File: src/rtl/zx_cmd_port_if.sv
// Z80 I/O bus and SD-loader command handshake signals for zx_cmd_port.
// The slave modport is the command port itself; the master side is the
// Z80 bus plus the SD loader that answers the handshake.
interface zx_cmd_port_if;
    logic [15:0] z80_addr;
    logic [7:0]  z80_data_in;
    logic [7:0]  z80_data_out;
    logic        z80_data_oe;
    logic        z80_iorq_n;
    logic        z80_rd_n;
    logic        z80_wr_n;
    logic        z80_m1_n;
    logic [7:0]  cpu_cmd;
    logic [15:0] cpu_address;
    logic        cpu_cmd_en;
    logic        cpu_cmd_ack;
    logic        busy;

    modport slave (
        input  z80_addr,
        input  z80_data_in,
        output z80_data_out,
        output z80_data_oe,
        input  z80_iorq_n,
        input  z80_rd_n,
        input  z80_wr_n,
        input  z80_m1_n,
        output cpu_cmd,
        output cpu_address,
        output cpu_cmd_en,
        input  cpu_cmd_ack,
        output busy
    );

    modport master (
        output z80_addr,
        output z80_data_in,
        input  z80_data_out,
        input  z80_data_oe,
        output z80_iorq_n,
        output z80_rd_n,
        output z80_wr_n,
        output z80_m1_n,
        input  cpu_cmd,
        input  cpu_address,
        input  cpu_cmd_en,
        output cpu_cmd_ack,
        input  busy
    );
endinterface

File: src/rtl/zx_cmd_port.sv
// Z80 command port: an OUT to CMD_PORT latches a command byte and address
// and hands it to the SD loader with a four-phase en/ack handshake.
// An IN from CMD_PORT returns {busy, err, overrun, 5'b0}; the flags clear
// when that IN finishes.
module zx_cmd_port #(
    parameter logic [7:0]  CMD_PORT    = 8'hEB,
    parameter logic [23:0] ACK_TIMEOUT = 24'd5_000_000
) (
    input  logic          clk_50,
    input  logic          reset,
    zx_cmd_port_if.slave  bus
);
    typedef enum logic [1:0] {
        ST_IDLE = 2'd0,
        ST_REQ  = 2'd1,
        ST_REL  = 2'd2
    } state_t;

    state_t      state_q, state_d;

    // strobe vector order: {m1_n, wr_n, rd_n, iorq_n}
    logic [3:0]  strobe_raw;
    logic [3:0]  strobe_meta_q, strobe_meta_d;
    logic [3:0]  strobe_sync_q, strobe_sync_d;
    logic        ack_meta_q, ack_meta_d;
    logic        ack_sync_q, ack_sync_d;

    logic        iorq_s, rd_s, wr_s, m1_s;
    logic        port_match;
    logic        wr_hit, rd_hit;
    logic        wr_hit_q, wr_hit_d;
    logic        rd_hit_q, rd_hit_d;
    logic        wr_event, rd_end;

    logic [23:0] cnt_q, cnt_d, cnt_inc;
    logic [7:0]  cmd_q, cmd_d;
    logic [15:0] address_q, address_d;
    logic        cmd_en_q, cmd_en_d;
    logic        err_q, err_d;
    logic        overrun_q, overrun_d;
    logic        err_set, ovr_set;
    logic        busy;
    logic [7:0]  data_out_q, data_out_d;

    assign strobe_raw = {bus.z80_m1_n, bus.z80_wr_n, bus.z80_rd_n, bus.z80_iorq_n};

    assign iorq_s = strobe_sync_q[0];
    assign rd_s   = strobe_sync_q[1];
    assign wr_s   = strobe_sync_q[2];
    assign m1_s   = strobe_sync_q[3];

    // The address is held stable by the Z80 for the whole I/O cycle, so it
    // is qualified directly by the synchronised strobes.
    assign port_match = (bus.z80_addr[7:0] == CMD_PORT);
    assign wr_hit     = !iorq_s && !wr_s && m1_s && port_match;
    assign rd_hit     = !iorq_s && !rd_s && m1_s && port_match;
    assign wr_event   = wr_hit && !wr_hit_q;
    assign rd_end     = !rd_hit && rd_hit_q;

    assign busy    = (state_q != ST_IDLE);
    assign cnt_inc = cnt_q + 24'd1;

    // Synchroniser and edge-detector next values.
    always_comb begin
        strobe_meta_d = strobe_raw;
        strobe_sync_d = strobe_meta_q;
        ack_meta_d    = bus.cpu_cmd_ack;
        ack_sync_d    = ack_meta_q;
        wr_hit_d      = wr_hit;
        rd_hit_d      = rd_hit;
    end

    // Synchroniser flops reset to the idle bus level so release of reset
    // never looks like the start or end of a cycle.
    always_ff @(posedge clk_50 or posedge reset) begin
        if (reset) begin
            strobe_meta_q <= 4'b1111;
            strobe_sync_q <= 4'b1111;
            ack_meta_q    <= 1'b0;
            ack_sync_q    <= 1'b0;
            wr_hit_q      <= 1'b0;
            rd_hit_q      <= 1'b0;
        end else begin
            strobe_meta_q <= strobe_meta_d;
            strobe_sync_q <= strobe_sync_d;
            ack_meta_q    <= ack_meta_d;
            ack_sync_q    <= ack_sync_d;
            wr_hit_q      <= wr_hit_d;
            rd_hit_q      <= rd_hit_d;
        end
    end

    // Handshake FSM, timeout counter and status flags.
    always_comb begin
        state_d    = state_q;
        cnt_d      = cnt_q;
        cmd_d      = cmd_q;
        address_d  = address_q;
        cmd_en_d   = cmd_en_q;
        err_d      = err_q;
        overrun_d  = overrun_q;
        err_set    = 1'b0;
        ovr_set    = 1'b0;

        case (state_q)
            ST_IDLE: begin
                cmd_en_d = 1'b0;
                cnt_d    = 24'd0;
                if (wr_event) begin
                    cmd_d     = bus.z80_data_in;
                    address_d = bus.z80_addr;
                    cmd_en_d  = 1'b1;
                    state_d   = ST_REQ;
                end
            end
            ST_REQ: begin
                cnt_d = cnt_inc;
                if (ack_sync_q) begin
                    cmd_en_d = 1'b0;
                    cnt_d    = 24'd0;
                    state_d  = ST_REL;
                end else if (cnt_inc == ACK_TIMEOUT) begin
                    err_set  = 1'b1;
                    cmd_en_d = 1'b0;
                    cnt_d    = 24'd0;
                    state_d  = ST_IDLE;
                end
            end
            ST_REL: begin
                cmd_en_d = 1'b0;
                cnt_d    = cnt_inc;
                if (!ack_sync_q) begin
                    cnt_d   = 24'd0;
                    state_d = ST_IDLE;
                end else if (cnt_inc == ACK_TIMEOUT) begin
                    err_set = 1'b1;
                    cnt_d   = 24'd0;
                    state_d = ST_IDLE;
                end
            end
            default: begin
                cmd_en_d = 1'b0;
                cnt_d    = 24'd0;
                state_d  = ST_IDLE;
            end
        endcase

        // A second OUT during a handshake is discarded and remembered.
        if (wr_event && busy) begin
            ovr_set = 1'b1;
        end

        // Clear first, then set, so a flag raised in the same cycle survives.
        if (rd_end) begin
            err_d     = 1'b0;
            overrun_d = 1'b0;
        end
        if (err_set) begin
            err_d = 1'b1;
        end
        if (ovr_set) begin
            overrun_d = 1'b1;
        end

        data_out_d = {busy, err_q, overrun_q, 5'b00000};
    end

    // Control and status registers; reset drops cpu_cmd_en immediately.
    always_ff @(posedge clk_50 or posedge reset) begin
        if (reset) begin
            state_q    <= ST_IDLE;
            cnt_q      <= 24'd0;
            cmd_q      <= 8'd0;
            address_q  <= 16'd0;
            cmd_en_q   <= 1'b0;
            err_q      <= 1'b0;
            overrun_q  <= 1'b0;
            data_out_q <= 8'd0;
        end else begin
            state_q    <= state_d;
            cnt_q      <= cnt_d;
            cmd_q      <= cmd_d;
            address_q  <= address_d;
            cmd_en_q   <= cmd_en_d;
            err_q      <= err_d;
            overrun_q  <= overrun_d;
            data_out_q <= data_out_d;
        end
    end

    // Read enable comes straight from the pins so the Z80 sees data in time.
    assign bus.z80_data_oe  = !bus.z80_iorq_n && !bus.z80_rd_n && bus.z80_m1_n &&
                              (bus.z80_addr[7:0] == CMD_PORT);
    assign bus.z80_data_out = data_out_q;
    assign bus.cpu_cmd      = cmd_q;
    assign bus.cpu_address  = address_q;
    assign bus.cpu_cmd_en   = cmd_en_q;
    assign bus.busy         = busy;
endmodule

File: src/flat_wrapper.sv
// flat-port wrapper written by rule: the top's interface ports become plain ports
module zx_cmd_port_flat 
#(
    parameter logic [7:0]  CMD_PORT    = 8'hEB,
    parameter logic [23:0] ACK_TIMEOUT = 24'd5_000_000
)
  (clk_50, reset, bus_z80_addr, bus_z80_data_in, bus_z80_data_out, bus_z80_data_oe, bus_z80_iorq_n, bus_z80_rd_n, bus_z80_wr_n, bus_z80_m1_n, bus_cpu_cmd, bus_cpu_address, bus_cpu_cmd_en, bus_cpu_cmd_ack, bus_busy);
  zx_cmd_port_if bus_i ();
  input  logic clk_50;
  input  logic reset;
  input wire logic [$bits(bus_i.z80_addr)-1:0] bus_z80_addr;
  input wire logic [$bits(bus_i.z80_data_in)-1:0] bus_z80_data_in;
  output wire logic [$bits(bus_i.z80_data_out)-1:0] bus_z80_data_out;
  output wire logic [$bits(bus_i.z80_data_oe)-1:0] bus_z80_data_oe;
  input wire logic [$bits(bus_i.z80_iorq_n)-1:0] bus_z80_iorq_n;
  input wire logic [$bits(bus_i.z80_rd_n)-1:0] bus_z80_rd_n;
  input wire logic [$bits(bus_i.z80_wr_n)-1:0] bus_z80_wr_n;
  input wire logic [$bits(bus_i.z80_m1_n)-1:0] bus_z80_m1_n;
  output wire logic [$bits(bus_i.cpu_cmd)-1:0] bus_cpu_cmd;
  output wire logic [$bits(bus_i.cpu_address)-1:0] bus_cpu_address;
  output wire logic [$bits(bus_i.cpu_cmd_en)-1:0] bus_cpu_cmd_en;
  input wire logic [$bits(bus_i.cpu_cmd_ack)-1:0] bus_cpu_cmd_ack;
  output wire logic [$bits(bus_i.busy)-1:0] bus_busy;
  assign bus_i.z80_addr = bus_z80_addr;
  assign bus_i.z80_data_in = bus_z80_data_in;
  assign bus_z80_data_out = bus_i.z80_data_out;
  assign bus_z80_data_oe = bus_i.z80_data_oe;
  assign bus_i.z80_iorq_n = bus_z80_iorq_n;
  assign bus_i.z80_rd_n = bus_z80_rd_n;
  assign bus_i.z80_wr_n = bus_z80_wr_n;
  assign bus_i.z80_m1_n = bus_z80_m1_n;
  assign bus_cpu_cmd = bus_i.cpu_cmd;
  assign bus_cpu_address = bus_i.cpu_address;
  assign bus_cpu_cmd_en = bus_i.cpu_cmd_en;
  assign bus_i.cpu_cmd_ack = bus_cpu_cmd_ack;
  assign bus_busy = bus_i.busy;
  zx_cmd_port #(.CMD_PORT(CMD_PORT), .ACK_TIMEOUT(ACK_TIMEOUT)) u_core (.clk_50(clk_50), .reset(reset), .bus(bus_i));
endmodule
File: config.mk
export PLATFORM = sky130hd
export DESIGN_NAME = zx_cmd_port_flat
export DESIGN_NICKNAME = d
export VERILOG_FILES = /design/src/rtl/zx_cmd_port_if.sv /design/src/rtl/zx_cmd_port.sv /design/src/flat_wrapper.sv
export SDC_FILE = /design/constraint.sdc
export NUM_CORES = 1
export LEC_CHECK = 0
export ABC_CLOCK_PERIOD_IN_PS = 3000
export CELL_PAD_IN_SITES_DETAIL_PLACEMENT = 1
export CELL_PAD_IN_SITES_GLOBAL_PLACEMENT = 1
export CORE_MARGIN = 8
export CORE_UTILIZATION = 49
export DETAILED_ROUTE_END_ITERATION = 12
export DONT_BUFFER_PORTS = 1
export PLACE_DENSITY_LB_ADDON = 0.2
export SYNTH_ARGS = -nofsm -noshare
export SYNTH_HDL_FRONTEND = slang
export SYNTH_SLANG_ARGS = --single-unit
File: constraint.sdc
create_clock -name clk_50 -period 3 [get_ports clk_50]
set_clock_uncertainty 0.2 [all_clocks]
set_input_delay 0.45 -clock clk_50 [delete_from_list [all_inputs] [get_ports clk_50]]
set_output_delay 0.45 -clock clk_50 [all_outputs]
set_load 0.01 [all_outputs]
==> run_results.csv, run 1 <==
group,metric,value,unit
status,outcome,"complete, no violations",
synthesis,ys.flop_type,"dfrtp_1",
floorplanning,dieWidth,95.5,µm
worst_setup_path,timing.reg2reg.setup_slack,0.08,ns
power_and_ir_drop,p_int,0.00142,W
worst_setup_path,crit_path_end_kind,"flip-flop",
power_and_ir_drop,p_per_area,517,nW/µm²
timing,period_needed,2.92,ns
synthesis,ys_warn_count,0,
placement,dp_hpwl,5.21,mm
worst_setup_path,crit_required,3.03,ns
power_and_ir_drop,clkPwrFrac,0.455,
timing,min_period_over_period,0.974,
grt,grt_max_degree,29,
timing,fin_ws,0.0788,ns
synthesis,synth_edf_count,0,
floorplanning,io_pins,66,
final_layout,fillerInstances,671,
power_and_ir_drop,p_seq_frac,0.520,
synthesis,syn_inst,280,
grt,overflow,0,
synthesis,yosysTopAreaCell,"dfrtp_1",
worst_hold_path,min_path_cells,1,
timing,drv_slew,0,
placement,gp_congestion,0.816,
clocking,cts_root_buf,"clkbuf_8",
drt,drt_iter0_drc,64,
clocking,clkSinkCount,68,
final_layout,regArea,1710,µm²
clocking,ctsLongestPathBuffers,2,
synthesis,ys_ff_latch,68,
synthesis,yosysMostFrequentCell,"dfrtp_1",
power_and_ir_drop,netSwitchingPower,0.000399,W
synthesis,ys_seq_area_frac,0.552,
drt,routedWlPerCell,19.4,µm
synthesis,yosys.cell_types.count,56,
power_and_ir_drop,combPwrFrac,0.024,
worst_setup_path,path_buf_inv,0,
synthesis,synth_top_area_frac,0.484,
final_layout,multi_input_area,1290,µm²
clocking,h-tree-depth,3,
drt,final_antenna_net_count,0,
timing,clock.fmax,342,MHz
floorplanning,die_y,95.5,µm
final_layout,drive_gt1_frac,0.224,
synthesis,netlist_area,3100,µm²
power_and_ir_drop,swShare,0.219,
drt,viasPerCell,5.64,
grt,grt_pass1_vias,2422,
worst_setup_path,reg2reg_to,"u_core.state_q[1]",
final_layout,antenna_cells,0,
floorplanning,die-area,9130,µm²
synthesis,synth_async_sr_flop_share,1.00,
worst_hold_path,worstHoldEndpoint,"u_core.bus.cpu_cmd[1]",
synthesis,synth_area_leaders,"dfrtp_1 48%, dfstp_2 6.8%, mux2_2 5.8%, nor2_1 4.6%, xnor2_1 4.0%",
floorplanning,start_util,0.497,
final_layout,nets,334,
worst_setup_path,r2r-start,"u_core.cnt_q[13]",
worst_hold_path,worstHoldStart,"bus_z80_data_in[1]",
clocking,numCtsBuffers,9,
synthesis,synth_common_cells,"60 x dfrtp_1, 38 x nor2_1, 16 x mux2_2",
power_and_ir_drop,p_leak,1.53,nW
worst_setup_path,crit_family,"simple AND/OR/NAND/NOR gates",
clocking,cts.clk_slew.worst_paths,0.08,ns
worst_setup_path,crit_fanout,6,
grt,antenna_found_initial,0,
drt,num_vias,2145,
drt,first_pass_iters,4,
worst_setup_path,rr_worst_depth,7,
floorplanning,fp-row-count,29,
timing,setup_viol,0,
floorplanning,core-area,6240,µm²
grt,grt_usage,0.179,
placement,dpl_worst_slack,0.0863,ns
placement,io_buffer_count,0,
worst_hold_path,hold_class,"primary input to flip-flop",
drt,drt-total-wl,7.36,mm
timing,finalHoldViolations,0,
final_layout,area_delta_synth_final,13.4,%
drt,drcViolationCount,0,
worst_setup_path,cp-start-kind,"flip-flop",
worst_setup_path,cpPeakStageDelay,0.47,ns
grt,grt_pass1_wl,12.4,mm
worst_setup_path,cp_cell_sequence,"nand4_2 -> or3_1 -> a2111o_1 -> a211oi_1 -> nand4_1 -> or2_4 -> a221o_1",
worst_setup_path,crit_slowest_cell,"dfrtp_1",
clocking,clk_latency,0.34,ns
clocking,cts_tree,"yes",
timing,whs,0.0460,ns
job,max_cap_violations,0,
power_and_ir_drop,peakVddDrop,0.000488,V
synthesis,synth_area_per_cell,11.1,µm²
worst_setup_path,criticalPathCategory,"flip-flop to flip-flop",
worst_setup_path,worstPathArrival,2.95,ns
-- timing repair --
| item | 4_1_cts | 5_1_grt |
|---|---|---|
| setup buffers | 0 | 1 |
| endpoints found under the hold margin | 18 | 0 |
| resized for setup | 0 | 5 |
| setup endpoints to repair | 0 | 21 |
| hold buffers | 6 | 0 |
-- routing by layer --
metal  vias up  GRT usage  routed length (µm)
li1        998          -                   -
met1      1082      0.202                3040
met2        47      0.298                3750
met3        18     0.0528                 355
met4         0     0.0973                 214
met5         -          0                   0
-- power by group through the flow --
| stage | Sequential [W] | Combinational [W] | Clock, W |
|---|---|---|---|
| 3_5_place_dp | 0.000963 | 0.0000389 | 0 |
| 3_3_place_gp | 0.000963 | 0.0000378 | 0 |
| 6_report | 0.000946 | 0.0000445 | 0.000828 |
| 5_1_grt | 0.000947 | 0.0000519 | 0.000886 |
| 4_1_cts | 0.000946 | 0.0000456 | 0.000854 |
| 2_1_floorplan | 0.000960 | 0.0000334 | 0 |
-- placed cells by master (no fill, tap or decap), types with 2 or more instances in the layout --
cell type,synthesis,routed
a21oi_1,3,3
and2_1,3,3
and3_1,2,2
and4_1,2,2
buf_4,6,14
bufinv_16,0,2
clkbuf_8,0,9
clkinv_4,0,2
conb_1,1,5
dfrtp_1,60,59
dfstp_2,8,8
dlygate4sd3_1,0,6
ha_1,5,5
inv_1,8,7
mux2_2,16,16
nand2_1,15,14
nand2b_1,6,6
nand3_1,12,12
nand4_1,6,6
nand4b_1,2,2
nor2_1,38,38
nor2b_1,2,2
nor3_1,6,5
nor4_1,5,5
nor4b_1,2,2
nor4bb_1,2,2
o21a_1,2,2
o21ai_0,4,4
o311ai_0,2,2
o31a_1,3,3
or2_4,1,2
or3_1,2,2
xnor2_1,14,14
xor2_1,8,8
-- worst reg2reg max path, delay by kind of cell (launching register included) --
family | cells | cell delay, ns
AND/OR/NAND/NOR | 4 | 1.13
AO/OA/AOI/OAI | 3 | 1.01
flip-flops | 1 | 0.47
-- state kept, by name (all words and copies together), names as in the netlist --
name	count
u_core.err_q	1
u_core.strobe_sync_q	4
u_core.wr_hit_q	1
u_core.bus.cpu_address	16
u_core.state_q	2
u_core.bus.z80_data_out	3
u_core.bus.cpu_cmd	8
u_core.cnt_q	24
u_core.ack_meta_q	1
u_core.overrun_q	1
u_core.strobe_meta_q	4
u_core.rd_hit_q	1
u_core.ack_sync_q	1
u_core.bus.cpu_cmd_en	1
-- stage by stage --
| step | utilization | TNS [ns] | std cells | power, W | area, µm² |
|---|---|---|---|---|---|
| 6_report | 0.563 | 0 | 380 | 0.00182 | 3510 |
| 5_1_grt | 0.563 | -0.0256 | 380 | 0.00189 | 3510 |
| 4_1_cts | 0.559 | 0 | 379 | 0.00185 | 3490 |
| 3_5_place_dp | 0.515 | 0 | 357 | 0.00100 | 3210 |
| 3_3_place_gp | 0.515 | 0 | 357 | 0.00100 | 3210 |
| 2_1_floorplan | - | 0 | 284 | 0.000994 | 3110 |
-- cells by family after synthesis --
family	synth area share
mux	0.0581
fa+ha+maj	0.0202
simple gates	0.193
buf+inv	0.0404
compound gates	0.0727
xor+xnor	0.0622
flops	0.552
other cells	0.00121
-- worst max path at each step --
stage | start | end | slack, ns | depth (start not counted)
after global placement | u_core.cnt_q[14] | u_core.state_q[1] | 0.19 | 7
after floorplan | u_core.cnt_q[0] | u_core.state_q[1] | 0.25 | 9
after global routing | u_core.cnt_q[13] | u_core.state_q[1] | -0.03 | 7
after detailed placement | u_core.cnt_q[7] | u_core.state_q[1] | 0.09 | 7
after CTS | u_core.cnt_q[7] | u_core.state_q[1] | 0.07 | 7
final | u_core.cnt_q[13] | u_core.state_q[1] | 0.08 | 7
-- cell type report --
cell class | instances | area share
flip-flops and latches | 68 | 0.487
well taps | 77 | 0.0274
clock inverters | 6 | 0.0256
multi-input cells | 191 | 0.368
clock buffers | 10 | 0.0363
inverters | 8 | 0.00854
repair buffers | 20 | 0.0470
No activity file was read; power rests on OpenSTA's default activity.
==> run 2, diff against run 1 <==
--- a/config.mk
+++ b/config.mk
@@ -9,9 +9,9 @@
 export CELL_PAD_IN_SITES_DETAIL_PLACEMENT = 1
 export CELL_PAD_IN_SITES_GLOBAL_PLACEMENT = 1
 export CORE_MARGIN = 8
-export CORE_UTILIZATION = 49
+export CORE_UTILIZATION = 39
 export DETAILED_ROUTE_END_ITERATION = 12
-export DONT_BUFFER_PORTS = 1
+export GPL_TIMING_DRIVEN = 0
 export PLACE_DENSITY_LB_ADDON = 0.2
 export SYNTH_ARGS = -nofsm -noshare
 export SYNTH_HDL_FRONTEND = slang
==> run_results.csv, run 2 (synthesis results as in run 1) <==
group,metric,value,unit
clocking,clk_latency,0.34,ns
timing,drv_slew,0,
drt,dr.max_layer_used,"met4",
final_layout,drive_gt1_frac,0.210,
drt,final_antenna_net_count,0,
timing,rsz0062_at_grt,"no",
worst_setup_path,crit_fanout,10,
timing,clock.fmax,349,MHz
power_and_ir_drop,total_power,0.00187,W
timing,tns,0,ns
clocking,cts.clk_slew.worst_paths,0.08,ns
timing,slew-limit-headroom,0.451,
placement,placed_cells,446,
drt,first_pass_iters,4,
timing,max_slew.worst_pin.slew,0.824,ns
placement,place_area,3840,µm²
final_layout,largest_reg_flops,24,
final_layout,nets,393,
job,max_cap_violations,0,
worst_setup_path,worstPathArrival,2.94,ns
final_layout,area_delta_synth_final,33.8,%
timing,finalHoldViolations,0,
drt,wl_met2,3.61,mm
power_and_ir_drop,peakVddDrop,0.000243,V
clocking,ctsLongestPathBuffers,2,
floorplanning,die-area,11100,µm²
clocking,cts_root_buf,"clkbuf_8",
drt,detail_route.wirelength.met1,3.15,mm
worst_setup_path,crit_path_end_kind,"flip-flop",
clocking,clkSinkCount,68,
placement,gp_congestion,0.797,
drt,drt-total-wl,7.49,mm
floorplanning,io_pins,66,
drt,viasPerCell,5.06,
worst_setup_path,criticalPathCategory,"flip-flop to flip-flop",
floorplanning,core-area,7730,µm²
drt,drcViolationCount,0,
final_layout,final_area,4150,µm²
placement,dp_hpwl,5.41,mm
worst_hold_path,hold_class,"flip-flop to flip-flop",
final_layout,layout_commonest_cell,"clkdlybuf4s50_1",
timing,period_needed,2.87,ns
floorplanning,start_util,0.401,
grt,grt_pass1_wl,12.7,mm
floorplanning,die_y,105,µm
final_layout,utilization,0.537,
power_and_ir_drop,p_leak,1.77,nW
final_layout,stdcell_count,464,
placement,io_buffer_count,60,
worst_setup_path,crit_required,3.07,ns
power_and_ir_drop,p_per_area,452,nW/µm²
grt,antenna_found_initial,0,
final_layout,top_register,"u_core.cnt_q",
clocking,cts_tree,"yes",
grt,overflow,0,
timing,min_period_over_period,0.956,
drt,wl_met3,645,µm
grt,grt_max_degree,69,
floorplanning,fp-row-count,32,
floorplanning,dieWidth,105,µm
clocking,h-tree-depth,3,
final_layout,layout_common_cells,"60 x clkdlybuf4s50_1, 59 x dfrtp_1, 38 x nor2_1",
grt,grt_usage,0.144,
timing,setup_viol,0,
status,outcome,"complete, no violations",
clocking,numCtsBuffers,9,
drt,num_vias,2347,
final_layout,antenna_cells,0,
grt,grt_pass1_vias,2569,
drt,drt_iter0_drc,72,
worst_setup_path,cp-start-kind,"flip-flop",
clocking,ctsHoldBuffers,0,
drt,routedWlPerCell,16.1,µm
==> run 2: final timing paths <==
check / from / to / slack [ns] / cells past startpoint
hold / removal: u_core.strobe_meta_q[1] / u_core.strobe_sync_q[1] / 0.16 / 0
setup / recovery: u_core.cnt_q[9] / u_core.bus.cpu_cmd_en / 0.13 / 10
hold reg to reg: u_core.strobe_meta_q[1] / u_core.strobe_sync_q[1] / 0.16 / 0
max in group asynchronous: reset / u_core.cnt_q[14] / 1.60 / 2
min in group asynchronous: reset / u_core.bus.cpu_address[13] / 0.43 / 2
setup reg to reg: u_core.cnt_q[9] / u_core.bus.cpu_cmd_en / 0.13 / 10
==> run 2: layout make-up <==
class / count / area, µm²
clock inverters: 7 / 98.8
multi-input cells: 191 / 1330
repair buffers: 63 / 623
fillers: 854 / 3580
well taps: 102 / 128
plain buffers: 16 / 103
inverters: 8 / 32.5
flip-flops and latches: 68 / 1710
clock buffers: 9 / 124
==> run 2: layer usage <==
layer / vias to the layer above / track usage
li1: 1118 / -
met1: 1172 / 0.163
met2: 50 / 0.229
met3: 7 / 0.0756
met4: 0 / 0.0459
met5: - / 0
==> run 2: per-stage QoR <==
stage,worst slack [ns],hold slack (ns)
after floorplan,0.248,0.131
after global placement,-0.579,0.132
after detailed placement,-0.425,0.136
after CTS,0.0135,0.160
after global routing,0.00134,0.161
final,0.133,0.159
==> run 2: critical path, cell delays in order (launching register included) <==
cell	delay (ns)
dfrtp_1	0.32
buf_2	0.17
nand2_2	0.11
or2_1	0.28
clkbuf_4	0.20
a2111o_1	0.37
a211oi_2	0.23
nand4_1	0.22
buf_4	0.21
or3_2	0.40
nand3_1	0.09
==> run 2: what timing repair did <==
| item | in CTS | in global routing |
|---|---|---|
| setup buffers | 2 | 1 |
| gates cloned | 0 | 0 |
| endpoints found under the setup margin | 22 | 21 |
| resized for setup | 4 | 14 |
| pin swaps | 2 | 2 |
==> run 2: report_power, final <==
| part | total [W] | switching, W | internal, W |
|---|---|---|---|
| Sequential | 0.000941 | 0.00000648 | 0.000934 |
| Combinational | 0.0000978 | 0.0000401 | 0.0000577 |
| Clock | 0.000835 | 0.000363 | 0.000472 |
| Total | 0.00187 | 0.000410 | 0.00146 |
